**src/rtl/spi_single_clk_pkg.sv**
```systemverilog
// Shared constants and FSM encoding for the sys_clk-oversampled SPI mode-0 peripheral.
package spi_single_clk_pkg;

    localparam int SPI_BYTE_W = 8;
    localparam int RW_BIT     = SPI_BYTE_W - 1;

    typedef enum logic [1:0] {
        ST_IDLE = 2'd0,
        ST_ADDR = 2'd1,
        ST_DATA = 2'd2
    } spi_state_t;

    // Read/write flag position for an arbitrary word width.
    function automatic int rw_bit(input int byte_w);
        return byte_w - 1;
    endfunction

endpackage

```
**src/rtl/spi_pad_sync.sv**
```systemverilog
// Two-flop synchroniser for an asynchronous pad plus a third history stage for edge detection.
module spi_pad_sync (
    input  logic clk,
    input  logic rst,
    input  logic pad,
    output logic level,
    output logic rise,
    output logic fall
);

    logic meta_p0;
    logic sync_p1;
    logic hist_p2;

    always_ff @(posedge clk) begin
        if (rst) begin
            meta_p0 <= 1'b0;
            sync_p1 <= 1'b0;
            hist_p2 <= 1'b0;
        end else begin
            meta_p0 <= pad;
            sync_p1 <= meta_p0;
            hist_p2 <= sync_p1;
        end
    end

    assign level = sync_p1;
    assign rise  = sync_p1 & ~hist_p2;
    assign fall  = ~sync_p1 & hist_p2;

endmodule

```
**src/rtl/spi_single_clk_periph.sv**
```systemverilog
// SPI mode-0 slave oversampled entirely in sys_clk: first byte of a frame is the address, the rest data.
// Optional SPI_ADDR_AUTOINC_EN: every data byte after the first bumps spi_address_rx by one.
module spi_single_clk_periph
    import spi_single_clk_pkg::*;
#(
    parameter int BYTE_W = SPI_BYTE_W
) (
    input  logic              sys_clk,
    input  logic              rst,
    input  logic              csn_pad,
    input  logic              sck_pad,
    input  logic              mosi_pad,
    output logic              miso_pad,
    input  logic              spi_data_written,
    input  logic [BYTE_W-1:0] spi_data_to_send,
    output logic [BYTE_W-1:0] spi_address_rx,
    output logic [BYTE_W-1:0] spi_data_byte_rx,
    output logic              spi_address_rx_valid,
    output logic              spi_data_byte_rx_valid,
    output logic              spi_dreq,
    output logic              valid_read
);

    localparam int                CNT_W    = $clog2(BYTE_W);
    localparam int                RWB      = rw_bit(BYTE_W);
    localparam logic [CNT_W-1:0]  LAST_BIT = CNT_W'(BYTE_W - 1);

    logic csn_level, csn_rise, csn_fall;
    logic sck_level, sck_rise, sck_fall;
    logic mosi_level, mosi_rise, mosi_fall;
    logic unused_edges;

    spi_pad_sync u_csn_sync (
        .clk   (sys_clk),
        .rst   (rst),
        .pad   (csn_pad),
        .level (csn_level),
        .rise  (csn_rise),
        .fall  (csn_fall)
    );

    spi_pad_sync u_sck_sync (
        .clk   (sys_clk),
        .rst   (rst),
        .pad   (sck_pad),
        .level (sck_level),
        .rise  (sck_rise),
        .fall  (sck_fall)
    );

    spi_pad_sync u_mosi_sync (
        .clk   (sys_clk),
        .rst   (rst),
        .pad   (mosi_pad),
        .level (mosi_level),
        .rise  (mosi_rise),
        .fall  (mosi_fall)
    );

    assign unused_edges = ^{sck_level, mosi_rise, mosi_fall};

    spi_state_t        state;
    logic [CNT_W-1:0]  bit_cnt;
    logic [BYTE_W-1:0] rx_shreg;
    logic [BYTE_W-1:0] tx_shreg;
    logic [BYTE_W-1:0] tx_buf;
    logic              byte_done;
    logic              reload_pending;
`ifdef SPI_ADDR_AUTOINC_EN
    logic              first_data_seen;
`endif

    always_ff @(posedge sys_clk) begin
        if (rst) begin
            state                  <= ST_IDLE;
            bit_cnt                <= '0;
            rx_shreg               <= '0;
            tx_shreg               <= '0;
            tx_buf                 <= '0;
            byte_done              <= 1'b0;
            reload_pending         <= 1'b0;
            spi_address_rx         <= '0;
            spi_data_byte_rx       <= '0;
            spi_address_rx_valid   <= 1'b0;
            spi_data_byte_rx_valid <= 1'b0;
            spi_dreq               <= 1'b0;
            valid_read             <= 1'b0;
`ifdef SPI_ADDR_AUTOINC_EN
            first_data_seen        <= 1'b0;
`endif
        end else begin
            spi_address_rx_valid   <= 1'b0;
            spi_data_byte_rx_valid <= 1'b0;
            spi_dreq               <= 1'b0;

            if (spi_data_written) begin
                tx_buf <= spi_data_to_send;
            end

            // Frame boundaries win over any SCK activity in the same cycle.
            if (csn_rise) begin
                state          <= ST_IDLE;
                bit_cnt        <= '0;
                byte_done      <= 1'b0;
                reload_pending <= 1'b0;
                valid_read     <= 1'b0;
            end else if (csn_fall) begin
                state          <= ST_ADDR;
                bit_cnt        <= '0;
                byte_done      <= 1'b0;
                reload_pending <= 1'b0;
                tx_shreg       <= tx_buf;
                spi_dreq       <= 1'b1;
`ifdef SPI_ADDR_AUTOINC_EN
                first_data_seen <= 1'b0;
`endif
            end else if (state != ST_IDLE) begin
                byte_done <= 1'b0;

                if (sck_rise) begin
                    rx_shreg <= {rx_shreg[BYTE_W-2:0], mosi_level};
                    if (bit_cnt == LAST_BIT) begin
                        bit_cnt        <= '0;
                        byte_done      <= 1'b1;
                        reload_pending <= 1'b1;
                    end else begin
                        bit_cnt <= bit_cnt + 1'b1;
                    end
                end

                // The fall after a completed byte presents the next TX byte instead of shifting.
                if (sck_fall) begin
                    if (reload_pending) begin
                        tx_shreg       <= tx_buf;
                        reload_pending <= 1'b0;
                    end else begin
                        tx_shreg <= {tx_shreg[BYTE_W-2:0], 1'b0};
                    end
                end

                if (byte_done) begin
                    spi_dreq <= 1'b1;
                    if (state == ST_ADDR) begin
                        spi_address_rx       <= rx_shreg;
                        spi_address_rx_valid <= 1'b1;
                        valid_read           <= rx_shreg[RWB];
                        state                <= ST_DATA;
                    end else begin
                        spi_data_byte_rx       <= rx_shreg;
                        spi_data_byte_rx_valid <= 1'b1;
`ifdef SPI_ADDR_AUTOINC_EN
                        if (first_data_seen) begin
                            spi_address_rx       <= spi_address_rx + 1'b1;
                            spi_address_rx_valid <= 1'b1;
                        end
                        first_data_seen <= 1'b1;
`endif
                    end
                end
            end
        end
    end

    assign miso_pad = (state != ST_IDLE && !csn_level) ? tx_shreg[BYTE_W-1] : 1'b0;

endmodule

```
**config.mk**
```make
export PLATFORM = sky130hd
export DESIGN_NAME = spi_single_clk_periph
export DESIGN_NICKNAME = d
export VERILOG_FILES = /design/src/rtl/spi_single_clk_pkg.sv /design/src/rtl/spi_pad_sync.sv /design/src/rtl/spi_single_clk_periph.sv
export SDC_FILE = /design/constraint.sdc
export NUM_CORES = 1
export LEC_CHECK = 0
export ABC_AREA = 1
export BUFFER_PORTS_ARGS = -buffer_cell sky130_fd_sc_hd__buf_4
export CELL_PAD_IN_SITES_DETAIL_PLACEMENT = 0
export CELL_PAD_IN_SITES_GLOBAL_PLACEMENT = 1
export CORE_UTILIZATION = 43
export CTS_CLUSTER_DIAMETER = 30
export DETAILED_ROUTE_END_ITERATION = 8
export PLACE_DENSITY = 0.86
export SLEW_MARGIN = 20
export SYNTH_ARGS = -nofsm -noshare
export SYNTH_HDL_FRONTEND = slang
export SYNTH_SLANG_ARGS = --single-unit
```
**constraint.sdc**
```tcl
create_clock -name sys_clk -period 3.88 [get_ports sys_clk]
set_clock_uncertainty 0.05 [all_clocks]
set_input_delay 0.194 -clock sys_clk [delete_from_list [all_inputs] [get_ports sys_clk]]
set_output_delay 0.194 -clock sys_clk [all_outputs]
set_load 0.03 [all_outputs]
```
# After elaboration in Yosys (flattened, before gate mapping)
# Cells that the tools add are included.
[totals] register_bits=59 input_bits=14 word_cells=77
[op_classes] addsub=1 eq_ne=2 mux=21 bitwise_logic=13 n_reduce_logical=18
[ops] operator="$mux 8" n=4
[ops] operator="$mux 1" n=16
[ops] operator="$reduce_and 5->1" n=2
[ops] operator="$reduce_bool 2->1" n=5
[ops] operator="$not 1->1" n=9
[ops] operator="$reduce_and 3->1" n=3
[ops] operator="$reduce_and 4->1" n=2
[ops] operator="$reduce_or 5->1" n=1
[ops] operator="$and 1x1->1" n=4
[ops] operator="$add 3x1->3 const B" n=1
[ops] operator="$eq 3x3->1 const B" n=1
[ops] operator="$mux 3" n=1
[ops] operator="$reduce_or 3->1" n=1
[ops] operator="$eq 2x1->1 const B" n=1
[ops] operator="$reduce_and 2->1" n=1
[ops] operator="$reduce_or 2->1" n=1
[ops] operator="$logic_and 1x1->1" n=1
[ops] operator="$logic_not 1->1" n=1

# Longest topological paths before layout
[logic_depth] ltp_word=5 depth_mapped=9 ltp_nobuf=8

# Cells and area by module
# A second synthesis with hierarchy kept.
[hier_totals] hier_cells=316 area_unflattened_um2=2331.0
[modules_own_cells] mod="spi_single_clk_periph" instances=1 cells_each=280 area_per_inst_um2=2049.5 seq_area_each_um2=1021.0
[modules_own_cells] mod="spi_pad_sync" instances=3 cells_each=12 area_per_inst_um2=93.8 seq_area_each_um2=60.1

# Worst setup path before layout
# No wires, ideal clock.
[synth_path] path_kind="register to register" from="register u_csn_sync.sync_p1, in the netlist u_csn_sync.level" to="register spi_data_byte_rx[5]" setup_ns=0.119 arrival_ns=1.211 setup_slack_ns=2.500 path_stages_with_launch=8 path_buffers=1 synth_period_minus_slack_ns=1.380 cell_sequence="dfxtp_1 > inv_1 > ha_1 > nor2_1 > nand3_1 > buf_4 > o21ai_0 > a21oi_1"
[synth_via] elab_chain_cells=4 word_cells_on_any_way=6 cone_classes="bitwise: 5; reduce/logical: 1"
[synth_lines] element="start, declared" line_no="spi_pad_sync.sv:12" rtl="logic sync_p1;"
[synth_lines] element="start signal, assigned" line_no="spi_pad_sync.sv:22" rtl="sync_p1 <= meta_p0;"
[synth_lines] element="$not 1->1" line_no="spi_pad_sync.sv:29" rtl="assign fall = ~sync_p1 & hist_p2;"
[synth_lines] element="$and 1x1->1" line_no="spi_pad_sync.sv:29"
[synth_lines] element="via csn_fall" line_no="spi_single_clk_periph.sv:28" rtl="logic csn_level, csn_rise, csn_fall;"
[synth_lines] element="$not 1->1 (no line)"
[synth_lines] element="$reduce_and 5->1 (no line)"
[synth_lines] element="end signal, assigned" line_no="spi_single_clk_periph.sv:149" rtl="spi_data_byte_rx <= rx_shreg;"
[synth_lines] element="end, declared" line_no="spi_single_clk_periph.sv:17" rtl="output logic [BYTE_W-1:0] spi_data_byte_rx,"
# The timed path passes the listed nets, and every way through them passes these cells.
# A chain may end at the register's enable or synchronous reset.

# Final worst setup path
[layout_path] from="register u_csn_sync.sync_p1, in the netlist u_csn_sync.level" to="register spi_data_byte_rx[6]"
# Same word-level chain as after synthesis.

==> reports/qor.yml <==
route:
  vias_per_cell: 4.556
  drc: 0
  num_vias: 1886
  drt_iter0_drc: 55
  ant_nets: 0
  dr.pass1.iters: 4
  routed_wl_microns: 4592
  wl_per_cell_microns: 11.09
worst_setup_path:
  cpPeakStageDelay_ps: 390
  start_kind: "flop"
  cp_slowest_cell: "nand3_1"
  critical_path_required_ps: 4030
  crit_arrival_ps: 2020
  end_kind: "flop"
  cp_max_fo: 16
  criticalPathCategory: "flop to flop"
  path_cells: "inv_1 -> ha_1 -> nor2_1 -> nand3_1 -> o21ai_0 -> a21oi_1"
sta:
  slew_headroom_pct: 57.39
  post-route-min-period_ps: 1863
  report.final.setup_viol: 0
  finalHoldViolCount: 0
  rsz0062_at_grt: "no"
  finalSetupTns_ps: 0
  maxSlewViolCount: 0
  finalCritPeriodShare_pct: 48.02
  fmax_ghz: 0.5368
  worstMarginPinSlew_ps: 638.5
layout:
  n_antenna_cell: 0
  final_common_cell: "dfxtp_1"
  fin_nets: 358
  syn_to_final_growth_pct: 22.10
  drive_above_1_share_pct: 16.28
  layout_common_cells: "dfxtp_1 (59), nand2_1 (55), nor2_1 (54)"
  final_area_sq_um: 2814
global_route:
  grt_pass1_wl_microns: 7866
  grt_start_max_net_pins: 27
  grt_remaining_overflow: 0
  grt_pass1_vias: 1824
  track_usage_pct: 19.09
  antenna_found_initial: 0
clocking:
  tritoncts: "built"
  clk_path_buf_depth: 2
  postCtsSetupRepairBufs: 0
  cts_root_buffer: "clkbuf_8"
  cts.sinks: 59
  clk_pin_slew_ps: 60
  insertion_delay_ps: 330
  cts_buffers: 9
  htreeDepth: 3
power_and_ir_drop:
  peakVddDrop_mv: 0.3255
  p_per_area_nw_per_um2: 447.6
  total_leakage_power_nw: 1.249
synthesis:
  syn-instance-count: 304
  syn-num-nets: 322
  ys.flop_type: "dfxtp_1"
  syn_avg_cell_area_sq_um: 7.581
  synth_seq_cells: 59
  yosysTopAreaCell: "dfxtp_1"
  yosysSeqAreaShare_pct: 51.25
  synth-async-reset-ratio_pct: 0
  synth_top_area_share_pct: 51.25
  synthTopCellsByArea: "dfxtp_1 (51%), nand2_1 (9.0%), nor2_1 (8.8%)"
  synth_edf_count: 0
  yosysWarnings: 0
  yosys.cell_types.count: 21
  synth_area_sq_um: 2305
placed_design:
  port_buffers: 34
  placed_area_sq_um: 2581
  place_congestion: 0.7467
  hpwl_microns: 3101
floorplan:
  dieArea_sq_um: 5657
  start_util_pct: 44.84
  die_h_microns: 75.21
  core-area_sq_um: 5140
  rows: 26
  die_w_microns: 75.21
  ios: 35
worst_hold_path:
  hold_path_class: "input port to flop"
run:
  cap_viol_max_count: 0
outcome:
  status: "completed"
per-layer routing:
metal | up-vias | routed length [microns] | part of all wire [%] | global-route usage, %
met5 | - | 0 | 0 | 0
met4 | 0 | 107 | 2.3 | 10.29
met3 | 10 | 197 | 4.3 | 6.024
met2 | 42 | 2118 | 46 | 31.03
met1 | 807 | 2169 | 47 | 22.56
li1 | 1027 | - | - | -
area by class of cell:
cell class / count / area, sq um
Inverter: 37 / 138.9
Timing Repair Buffer: 36 / 275.3
Fill cell: 544 / 2326
Multi-Input combinational cell: 197 / 918.4
Tap cell: 70 / 87.58
Clock inverter: 1 / 30.03
Clock buffer: 14 / 182.7
Sequential cell: 59 / 1181
cells in the mapped netlist, types with 2 or more instances:
cell type	instances
nor2_4	2
dfxtp_1	59
clkbuf_1	3
nand3_1	17
a21oi_1	30
ha_1	4
buf_2	5
nor2_1	54
buf_6	2
nor3_1	2
inv_1	35
o21ai_0	28
nand2_1	55
metrics by stage:
step	setup WS [ps]	total power [mW]	hold slack [ps]	utilization (%)	instances
6_report	2017	1.260	19.57	54.75	414
3_3_place_gp	2087	0.6856	343.7	50.22	397
3_5_place_dp	2019	0.6868	343.5	50.22	397
4_1_cts	2010	1.278	4.956	54.75	414
5_1_grt	1745	1.308	19.06	54.75	414
2_1_floorplan	2500	0.6686	251.0	-	304
state kept, by name, summed over array words and instances (netlist names), 2 cells and up:
signal and count:
tx_shreg 8, spi_data_byte_rx 8, spi_address_rx 8, tx_buf 8, state 2, rx_shreg 8
bit_cnt 3
path summary, 6_finish.rpt:
kind,start,endpoint,slack (ps),depth (start not counted)
setup / recovery,u_csn_sync.level,spi_data_byte_rx[6],2020,6
setup reg to reg,u_csn_sync.level,spi_data_byte_rx[6],2020,6
hold reg to reg,u_mosi_sync.meta_p0,u_mosi_sync.level,350,2
hold / removal,csn_pad,u_csn_sync.meta_p0,20,3
power by group:
group / switching (mW) / internal (mW)
Clock: 0.221 / 0.364
Sequential: 0.00497 / 0.617
Combinational: 0.0325 / 0.0205
critical path, delay by kind of cell (launching register included):
| kind | cells | cell delay, ps |
|---|---|---|
| adders and majority gates | 1 | 340 |
| and+or+nand+nor | 2 | 530 |
| AOI/OAI and AO/OA | 2 | 390 |
| DFF | 1 | 350 |
| buffers and inverters | 1 | 70 |
repair_timing:
| item | in CTS | in global routing |
|---|---|---|
| resized for setup | 0 | 0 |
| hold endpoints to repair | 2 | 0 |
| hold buffers | 2 | 0 |
cell families after synthesis:
family	share of synthesized area [%]
AOI/OAI and AO/OA	12.59
adders and majority gates	2.172
buffers and inverters	8.903
DFF	51.25
and+or+nand+nor	25.08
No activity file was read; power rests on OpenSTA's default activity.
